$ cat src/rtl/sd_cmd_line_ctrl_if.sv
// Bundles the upper-layer command, parallel_serial and pad signals of the CMD line sequencer.
// The slave modport is the sequencer. The master modport is the surrounding logic:
// command builder, parallel_serial and CMD pad.
interface sd_cmd_line_ctrl_if #(
  parameter int unsigned FRAME_WIDTH = 38,
  parameter int unsigned RESP_WIDTH  = 38
);
  logic                   iCmd_valid;
  logic [FRAME_WIDTH-1:0] iCmd_frame;
  logic                   iResp_expected;
  logic                   oCmd_ready;
  logic                   oBusy;
  logic                   oTx_enable;
  logic                   oTx_load;
  logic [FRAME_WIDTH-1:0] oTx_parallel;
  logic [5:0]             oTx_framesize;
  logic                   iTx_complete;
  logic                   oPad_output_input;
  logic                   iPad_data;
  logic                   oResp_valid;
  logic [RESP_WIDTH-1:0]  oResp_frame;
  logic                   oTimeout;

  modport slave (
    input  iCmd_valid, iCmd_frame, iResp_expected, iTx_complete, iPad_data,
    output oCmd_ready, oBusy, oTx_enable, oTx_load, oTx_parallel, oTx_framesize,
           oPad_output_input, oResp_valid, oResp_frame, oTimeout
  );

  modport master (
    output iCmd_valid, iCmd_frame, iResp_expected, iTx_complete, iPad_data,
    input  oCmd_ready, oBusy, oTx_enable, oTx_load, oTx_parallel, oTx_framesize,
           oPad_output_input, oResp_valid, oResp_frame, oTimeout
  );
endinterface

$ cat src/rtl/sd_cmd_line_ctrl.sv
// SD CMD line sequencer. It loads a command frame into parallel_serial and owns the
// CMD pad direction while the frame is sent. When a response is expected it releases
// the pad, waits for the card's start bit, and deserializes the response. A missing
// start bit ends in a timeout.
// Ports:
//   iSD_clock - SD clock; all logic runs on its rising edge.
//   iReset    - asynchronous reset, active low.
//   bus       - command, parallel_serial and pad signals (sd_cmd_line_ctrl_if.slave).
module sd_cmd_line_ctrl #(
  parameter int unsigned FRAME_WIDTH    = 38,
  parameter int unsigned RESP_WIDTH     = 38,
  parameter int unsigned TURN_CYCLES    = 2,
  parameter int unsigned TIMEOUT_CYCLES = 64
) (
  input logic               iSD_clock,
  input logic               iReset,
  sd_cmd_line_ctrl_if.slave bus
);
  localparam int unsigned TURN_W = (TURN_CYCLES > 1) ? $clog2(TURN_CYCLES + 1) : 1;
  localparam int unsigned TO_W   = $clog2(TIMEOUT_CYCLES + 1);
  localparam int unsigned BIT_W  = $clog2(RESP_WIDTH + 1);

  typedef enum logic [2:0] {
    IDLE, LOAD, SEND, TURNAROUND, WAIT_START, RECEIVE, DONE
  } state_t;

  state_t                 state, stateN;
  logic                   cmdReady, cmdReadyN;
  logic                   busy, busyN;
  logic                   txDrive, txDriveN;   // tx enable and pad direction are identical
  logic                   txLoad, txLoadN;
  logic                   respValid, respValidN;
  logic                   timeout, timeoutN;
  logic                   respExp, respExpN;
  logic [FRAME_WIDTH-1:0] txPar, txParN;
  logic [TURN_W-1:0]      turnCnt, turnCntN;
  logic [TO_W-1:0]        toCnt, toCntN;
  logic [BIT_W-1:0]       bitCnt, bitCntN;
  logic [RESP_WIDTH-1:0]  shiftReg, shiftN;
  logic [RESP_WIDTH-1:0]  respFrame, respFrameN;

  // State register plus registered outputs and datapath.
  always_ff @(posedge iSD_clock or negedge iReset) begin
    if (!iReset) begin
      state     <= IDLE;
      cmdReady  <= 1'b1;
      busy      <= 1'b0;
      txDrive   <= 1'b0;
      txLoad    <= 1'b0;
      respValid <= 1'b0;
      timeout   <= 1'b0;
      respExp   <= 1'b0;
      txPar     <= '0;
      turnCnt   <= '0;
      toCnt     <= '0;
      bitCnt    <= '0;
      shiftReg  <= '0;
      respFrame <= '0;
    end else begin
      state     <= stateN;
      cmdReady  <= cmdReadyN;
      busy      <= busyN;
      txDrive   <= txDriveN;
      txLoad    <= txLoadN;
      respValid <= respValidN;
      timeout   <= timeoutN;
      respExp   <= respExpN;
      txPar     <= txParN;
      turnCnt   <= turnCntN;
      toCnt     <= toCntN;
      bitCnt    <= bitCntN;
      shiftReg  <= shiftN;
      respFrame <= respFrameN;
    end
  end

  // Next state and next register values.
  always_comb begin
    stateN     = state;
    respValidN = 1'b0;
    timeoutN   = 1'b0;
    respExpN   = respExp;
    txParN     = txPar;
    turnCntN   = turnCnt;
    toCntN     = toCnt;
    bitCntN    = bitCnt;
    shiftN     = shiftReg;
    respFrameN = respFrame;

    unique case (state)
      IDLE: begin
        if (bus.iCmd_valid) begin
          txParN   = bus.iCmd_frame;
          respExpN = bus.iResp_expected;
          stateN   = LOAD;
        end
      end
      LOAD: stateN = SEND;   // a completion this early cannot belong to the new frame
      SEND: begin
        if (bus.iTx_complete) begin
          turnCntN = '0;
          stateN   = respExp ? TURNAROUND : DONE;
        end
      end
      TURNAROUND: begin
        if (turnCnt == TURN_W'(TURN_CYCLES - 1)) begin
          toCntN = '0;
          stateN = WAIT_START;
        end else begin
          turnCntN = turnCnt + TURN_W'(1);
        end
      end
      WAIT_START: begin
        // A start bit on the last allowed cycle takes priority over the timeout.
        if (!bus.iPad_data) begin
          shiftN  = {shiftReg[RESP_WIDTH-2:0], 1'b0};
          bitCntN = BIT_W'(RESP_WIDTH - 1);
          stateN  = RECEIVE;
        end else if (toCnt == TO_W'(TIMEOUT_CYCLES - 1)) begin
          toCntN   = toCnt + TO_W'(1);
          timeoutN = 1'b1;
          stateN   = IDLE;
        end else begin
          toCntN = toCnt + TO_W'(1);
        end
      end
      RECEIVE: begin
        shiftN  = {shiftReg[RESP_WIDTH-2:0], bus.iPad_data};
        bitCntN = bitCnt - BIT_W'(1);
        if (bitCnt == BIT_W'(1)) begin
          respFrameN = shiftN;
          respValidN = 1'b1;
          stateN     = IDLE;
        end
      end
      DONE:    stateN = IDLE;
      default: stateN = IDLE;
    endcase

    // Level outputs follow the state being entered, so they are registered with it.
    cmdReadyN = (stateN == IDLE);
    busyN     = (stateN != IDLE);
    txDriveN  = (stateN == LOAD) || (stateN == SEND);
    txLoadN   = (stateN == LOAD);
  end

  assign bus.oCmd_ready        = cmdReady;
  assign bus.oBusy             = busy;
  assign bus.oTx_enable        = txDrive;
  assign bus.oTx_load          = txLoad;
  assign bus.oTx_parallel      = txPar;
  assign bus.oTx_framesize     = 6'(FRAME_WIDTH);
  assign bus.oPad_output_input = txDrive;
  assign bus.oResp_valid       = respValid;
  assign bus.oResp_frame       = respFrame;
  assign bus.oTimeout          = timeout;
endmodule

$ cat src/flat_wrapper.sv
// flat-port wrapper written by rule: the top's interface ports become plain ports
module sd_cmd_line_ctrl_flat 
#(
  parameter int unsigned FRAME_WIDTH    = 38,
  parameter int unsigned RESP_WIDTH     = 38,
  parameter int unsigned TURN_CYCLES    = 2,
  parameter int unsigned TIMEOUT_CYCLES = 64
)
  (iSD_clock, iReset, bus_iCmd_valid, bus_iCmd_frame, bus_iResp_expected, bus_iTx_complete, bus_iPad_data, bus_oCmd_ready, bus_oBusy, bus_oTx_enable, bus_oTx_load, bus_oTx_parallel, bus_oTx_framesize, bus_oPad_output_input, bus_oResp_valid, bus_oResp_frame, bus_oTimeout);
  sd_cmd_line_ctrl_if #(.FRAME_WIDTH(FRAME_WIDTH), .RESP_WIDTH(RESP_WIDTH)) bus_i ();
  input logic iSD_clock;
  input logic iReset;
  input wire logic [$bits(bus_i.iCmd_valid)-1:0] bus_iCmd_valid;
  input wire logic [$bits(bus_i.iCmd_frame)-1:0] bus_iCmd_frame;
  input wire logic [$bits(bus_i.iResp_expected)-1:0] bus_iResp_expected;
  input wire logic [$bits(bus_i.iTx_complete)-1:0] bus_iTx_complete;
  input wire logic [$bits(bus_i.iPad_data)-1:0] bus_iPad_data;
  output wire logic [$bits(bus_i.oCmd_ready)-1:0] bus_oCmd_ready;
  output wire logic [$bits(bus_i.oBusy)-1:0] bus_oBusy;
  output wire logic [$bits(bus_i.oTx_enable)-1:0] bus_oTx_enable;
  output wire logic [$bits(bus_i.oTx_load)-1:0] bus_oTx_load;
  output wire logic [$bits(bus_i.oTx_parallel)-1:0] bus_oTx_parallel;
  output wire logic [$bits(bus_i.oTx_framesize)-1:0] bus_oTx_framesize;
  output wire logic [$bits(bus_i.oPad_output_input)-1:0] bus_oPad_output_input;
  output wire logic [$bits(bus_i.oResp_valid)-1:0] bus_oResp_valid;
  output wire logic [$bits(bus_i.oResp_frame)-1:0] bus_oResp_frame;
  output wire logic [$bits(bus_i.oTimeout)-1:0] bus_oTimeout;
  assign bus_i.iCmd_valid = bus_iCmd_valid;
  assign bus_i.iCmd_frame = bus_iCmd_frame;
  assign bus_i.iResp_expected = bus_iResp_expected;
  assign bus_i.iTx_complete = bus_iTx_complete;
  assign bus_i.iPad_data = bus_iPad_data;
  assign bus_oCmd_ready = bus_i.oCmd_ready;
  assign bus_oBusy = bus_i.oBusy;
  assign bus_oTx_enable = bus_i.oTx_enable;
  assign bus_oTx_load = bus_i.oTx_load;
  assign bus_oTx_parallel = bus_i.oTx_parallel;
  assign bus_oTx_framesize = bus_i.oTx_framesize;
  assign bus_oPad_output_input = bus_i.oPad_output_input;
  assign bus_oResp_valid = bus_i.oResp_valid;
  assign bus_oResp_frame = bus_i.oResp_frame;
  assign bus_oTimeout = bus_i.oTimeout;
  sd_cmd_line_ctrl #(.FRAME_WIDTH(FRAME_WIDTH), .RESP_WIDTH(RESP_WIDTH), .TURN_CYCLES(TURN_CYCLES), .TIMEOUT_CYCLES(TIMEOUT_CYCLES)) u_core (.iSD_clock(iSD_clock), .iReset(iReset), .bus(bus_i));
endmodule
$ cat config.mk
export PLATFORM = sky130hd
export DESIGN_NAME = sd_cmd_line_ctrl_flat
export DESIGN_NICKNAME = d
export VERILOG_FILES = /design/src/rtl/sd_cmd_line_ctrl_if.sv /design/src/rtl/sd_cmd_line_ctrl.sv /design/src/flat_wrapper.sv
export SDC_FILE = /design/constraint.sdc
export NUM_CORES = 1
export LEC_CHECK = 0
export ABC_AREA = 1
export CELL_PAD_IN_SITES_DETAIL_PLACEMENT = 1
export CELL_PAD_IN_SITES_GLOBAL_PLACEMENT = 2
export CORE_MARGIN = 5
export CORE_UTILIZATION = 32
export DETAILED_ROUTE_END_ITERATION = 8
export GPL_ROUTABILITY_DRIVEN = 0
export PLACE_DENSITY = 0.86
export SYNTH_ARGS = -nofsm -noshare
export SYNTH_HDL_FRONTEND = slang
export SYNTH_SLANG_ARGS = --single-unit
$ cat constraint.sdc
create_clock -name iSD_clock -period 2.2 [get_ports iSD_clock]
set_input_delay 0.66 -clock iSD_clock [delete_from_list [all_inputs] [get_ports iSD_clock]]
set_output_delay 0.66 -clock iSD_clock [all_outputs]
set_load 0.03 [all_outputs]
-- Yosys cells after proc, flatten, opt, wreduce, memory -nomap -nowiden
Cells that the tools add are included.
W data, S select, Z words.
- $add $sub $neg: 3
- $mul: 0
- divide/modulo/power cells: 0
- $lt $le $gt $ge: 0
- equal/unequal tests: 15
- shift operators: 0
- mux-type cells: 23
- bitwise operators: 0
- reduce and logical (&&, ||, !) cells: 12
- operators with widths (cell ; number):
    $pmux W37 S2 ; 1
    $mux W37 ; 1
    $mux W3 ; 7
    $pmux W3 S6 ; 1
    $mux W7 ; 2
    $pmux W7 S2 ; 1
    $pmux W6 S2 ; 1
    $eq A3 B2 Y1 const B ; 3
    $ne A2 B2 Y1 const B ; 4
    $add A7 B1 Y7 const B ; 1
    $eq A7 B6 Y1 const B ; 1
    $eq A3 B1 Y1 const B ; 2
    $eq A3 B3 Y1 const B ; 2
    $eq A6 B1 Y1 const B ; 1
    $logic_not A3 Y1 ; 2
    $mux W6 ; 1
    $reduce_and A2 Y1 ; 3
    $reduce_and A3 Y1 ; 2
    $reduce_bool A2 Y1 ; 3
    $sub A6 B1 Y6 const B ; 1
    $mux W1 ; 5
    $mux W2 ; 2
    $pmux W2 S2 ; 1
    $reduce_bool A3 Y1 ; 1
    other kinds (4) ; 4
- register bits after elaboration: 138
- bits in latches: 0
- RAM bits: 0
- memory bits (read-only): 0
- logic and storage cells: 67
- memories kept: 0

-- Depth between registers and ports, before layout
- word-level depth: 6
- gate-level depth with buffers: 9
- depth with buffers taken out: 9

-- Least setup slack after synthesis
Ideal clock, no wire load.
- path type: input to register
- start point: input port bus_iPad_data
- end point: register u_core.shiftReg[10]
- setup time: 126 ps
- arrival: 1340 ps
- slack: 734 ps
- cell stages on the path: 6
- path buffers: 2
- cell sequence: inv_2 -> nand3_2 -> nand2_1 -> buf_2 -> buf_2 -> o21ai_0
- word-level cells in the longest chain between the ends: 2
- RTL lines (element ; RTL line ; source):
    start: declaration ; flat_wrapper.sv:17 ; input wire logic [$bits(bus_i.iPad_data)-1:0] bus_iPad_data;
    $ne A2 B2 Y1 (no source line) ; - ;
    $reduce_and A2 Y1 (no source line) ; - ;
    end signal: assignment ; sd_cmd_line_ctrl.sv:72 ; shiftReg <= shiftN;
    end: declaration ; sd_cmd_line_ctrl.sv:39 ; logic [RESP_WIDTH-1:0] shiftReg, shiftN;
No other way between the ends.
A chain may end at the register's enable or synchronous reset.

-- Worst setup path in the final report
- start point: register u_core.respFrame[3] (netlist: u_core.bus.oResp_frame[3])
- end point: output port bus_oResp_frame[3]
- RTL lines (element ; RTL line ; source):
    start: declaration ; sd_cmd_line_ctrl.sv:40 ; logic [RESP_WIDTH-1:0] respFrame, respFrameN;
    start signal: assignment ; sd_cmd_line_ctrl.sv:73 ; respFrame <= respFrameN;
    end: declaration ; flat_wrapper.sv:26 ; output wire logic [$bits(bus_i.oResp_frame)-1:0] bus_oResp_frame;
No word-level cell between the ends.

==> run summary <==
The max-slew violation total from the final report came to 0. The average wire length per cell after detail routing came out at 14.44 µm. After the first detailed-routing iteration, the DRC count stood at 177. The mean cell area of the mapped netlist is 9.147 µm². The clock buffer count from CTS is 17. The clock sink count is 138. The effective utilization at floorplan is 0.3233. The number of nets in the final layout came out at 781. For this design, the slowest cell found on the critical path is sky130_fd_sc_hd__clkdlybuf4s50_1.

After synthesis the netlist holds a flip-flop and latch count of 138. Summed over all failing endpoints, the final setup total negative slack is 0 ns. By area the synthesized netlist is led by sky130_fd_sc_hd__dfrtp_1 (62%), sky130_fd_sc_hd__nand2_1 (15%), sky130_fd_sc_hd__o21ai_0 (5.1%), sky130_fd_sc_hd__inv_1 (4.1%), sky130_fd_sc_hd__o21ai_1 (2.8%). For the worst-skew pair, the clock arrives at the later sink with an insertion delay of 0.42 ns. The number of setup buffers added after CTS came out at 0. After global routing the overflow that remains totals 0.

The count of synthesis-stage warnings from yosys is 0. The max-capacitance violation count came out at 0. The data required time at the worst endpoint came out at 1.54 ns.

The CTS clock-pin slew for the worst setup and hold paths is 0.06 ns. The routed layout has 4348 vias. The count of input and output buffers came out at 126. The unique cell type count in the Yosys netlist came out at 28. The worst-case clock buffer depth came out at 2. The maximum single-stage delay on the critical path came out at 0.68 ns.

The worst setup skew after layout came out at 0.008404 ns. The netlist area before placement came out at roughly 0.0055 mm². STA puts the critical path data arrival time at between 1 and 1.5 ns. The smallest clock period supported by the final layout is computed as 2.130 ns. For this run, the top clock speed supported by timing is ~0.47 GHz.

In this design, the largest share of critical-path delay is due to buffers and inverters. The most frequently used cell type in the post-synthesis netlist is sky130_fd_sc_hd__nand2_1. The share of the synthesized area in the top cell type is 0.6195. The DRC violation count after routing came out at 0. The critical register-to-register path endpoint is u_core.bus.oResp_frame[35]$_DFFE_PN0P_.

The first global-routing pass estimated 23920 µm of wire. STA classifies the critical path endpoint as an output port. The analysis attributes to cell leakage a power of 3.867 nW. The count of final setup violators is 0. The top-level I/O count came out at 133.

VDD sags by at most around 0.52 mV. The number of levels the H-tree was split into is 4. The standard-cell row count is 48. The commonest cells after synthesis are sky130_fd_sc_hd__nand2_1 (219), sky130_fd_sc_hd__dfrtp_1 (137), sky130_fd_sc_hd__inv_1 (61), sky130_fd_sc_hd__o21ai_0 (56), sky130_fd_sc_hd__o21ai_1 (31).

The fraction of registers with async set/reset is 1.000. The critical path is of the reg2out type. The count of inserted antenna diode cells is 0. Hold repair after CTS inserted 0 buffers.

The critical register-to-register path startpoint is u_core.state[1]$_DFF_PN0_. The final layout contains routed wiring with a total length of 14020 µm. The register-to-register setup slack came out at 0.39 ns. The most instantiated flip-flop cell in the synthesis netlist is sky130_fd_sc_hd__dfrtp_1.

The detailed-route vias per instance is 4.478. TritonCTS built the clock tree. The sequential area share after synthesis came out at 0.6242. The largest net degree at the start of global routing is 54. The gate count after technology mapping came out at 605. The power density over the cells came out at 721.4 mW/mm². The summed area of non-filler cells in the final layout came out at approximately 0.0076 mm². The combined buffer and inverter count along the critical path came out at 1. The initial antenna violation count was 0. The die span in x came out at 141.5 µm. The placement-stage cell area came out at 0.007059 mm². The detailed-placement wirelength estimate came out at ~10000 µm. Counting flops with a built-in enable in the synthesized netlist gives 0. The die area is 0.02002 mm².

The path depth of the worst reg2reg path is 7. The number of antenna-violating nets in the routed design is 0. The flow ran to the end, and the final reports show no timing, DRC or antenna violations.

The vertical die dimension is 141.5 µm. The cell sitting at the root of the clock tree is a sky130_fd_sc_hd__clkbuf_16. The worst setup path is launched from a flop. The number of global-route vias before repair is 4880. Relative to the synthesized area, the layout overhead comes to 37.94%.

The synthesized design spends more area on one cell type than any other, namely sky130_fd_sc_hd__dfrtp_1. The critical path goes through clkdlybuf4s50_1. In the final layout, the share of cells above drive strength 1 is 0.07373. The number of hold-slack violations in the final timing report is 0. The aggregate global-route resource usage is 0.1481.

Setup repair after global routing left no endpoint under its margin. The path class of the tightest hold or removal check is in2async. The standard cell core area came out at around 0.017 mm². The largest fanout on the critical path is 2.

The number of search-and-repair iterations in the first detailed-routing pass is 4. The final worst-path cycle share is 0.9681.
## area by class of cell
class                   count  area, µm²
clock buffers              18      439.2
clock inverters            14      123.9
fillers                  1987       9483
inverters                  64      240.2
multi-input cells         376       1670
flip-flops and latches    138       3455
well taps                 225      281.5
repair buffers            136       1424
## sequential cells by signal, indices dropped and copies added (netlist names)
register and count:
u_core.toCnt 7, u_core.bus.oBusy 1, u_core.bus.oResp_frame 38, u_core.bitCnt 6
u_core.state 3, u_core.shiftReg 37, u_core.bus.oTimeout 1, u_core.bus.oResp_valid 1
u_core.bus.oCmd_ready 1, u_core.respExp 1, u_core.bus.oTx_load 1, u_core.bus.oPad_output_input 1
u_core.turnCnt 2, u_core.bus.oTx_parallel 38
## per-stage QoR
step                      power, W  setup WS [ns]  hold WS, ns    util  std cells
after floorplan           0.002697         0.7336       0.3644       -        609
after global placement    0.002846         0.1784       0.4607  0.4124        939
after detailed placement  0.002856         0.1122       0.4709  0.4124        939
after CTS                 0.005599        0.01987       0.1765  0.4452        971
after global routing      0.005748       0.001939       0.1922  0.4460        971
final                     0.005507        0.07022       0.1778  0.4460        971
## cells by family after synthesis
family | count (synthesis) | synth area share
AO/OA/AOI/OAI | 93 | 0.08501
multiplexers | 1 | 0.001809
other | 2 | 0.001357
AND/OR/NAND/NOR | 272 | 0.1999
adder cells (fa/ha/maj) | 4 | 0.009044
flip-flops | 138 | 0.6242
buffers and inverters | 95 | 0.07868
## what timing repair did
action,in CTS,in global routing
endpoints found under the setup margin,1,5
cloned,0,0
resized for setup,1,5
## layout by cell type (no fill, tap or decap), drive strengths merged, types with 5 or more instances in the layout
cell,count
o21ai,87
conb,6
nand3,19
dlymetal6s2s,5
clkinv,8
nor2,22
buf,11
nand2,220
clkdlybuf4s50,119
clkbuf,18
dfrtp,137
nand4,7
inv,65
## power breakdown
group | switching (W) | internal, W | leakage (nW)
registers | 0.0000196 | 0.00257 | 1.79
clock network | 0.00112 | 0.00158 | 0.268
logic | 0.000115 | 0.0000974 | 1.81
total | 0.00125 | 0.00425 | 3.87
## metal layers
layer	vias to the layer above	global-route usage	routed length, µm
li1	2132	-	-
met1	2087	0.1781	6294
met2	115	0.2425	6404
met3	14	0.06505	1171
met4	0	0.04242	152
met5	-	0	0
## worst max path at each step
| stage | startpoint | end | slack, ns | cells after the start |
|---|---|---|---|---|
| finish | u_core.bus.oResp_frame[3]$_DFFE_PN0P_ | bus_oResp_frame[3] | 0.07 | 1 |
| global route | u_core.bus.oTx_parallel[34]$_DFFE_PN0P_ | bus_oTx_parallel[34] | 0.002 | 1 |
| CTS | u_core.bus.oTx_parallel[0]$_DFFE_PN0P_ | bus_oTx_parallel[0] | 0.02 | 1 |
| detailed placement | bus_iPad_data | u_core.shiftReg[27]$_DFFE_PN0P_ | 0.11 | 7 |
| global placement | bus_iPad_data | u_core.bus.oBusy$_DFF_PN0_ | 0.18 | 8 |
| floorplan | bus_iPad_data | u_core.shiftReg[10]$_DFFE_PN0P_ | 0.73 | 6 |
Note: power is estimated with default switching activity, not from simulation.
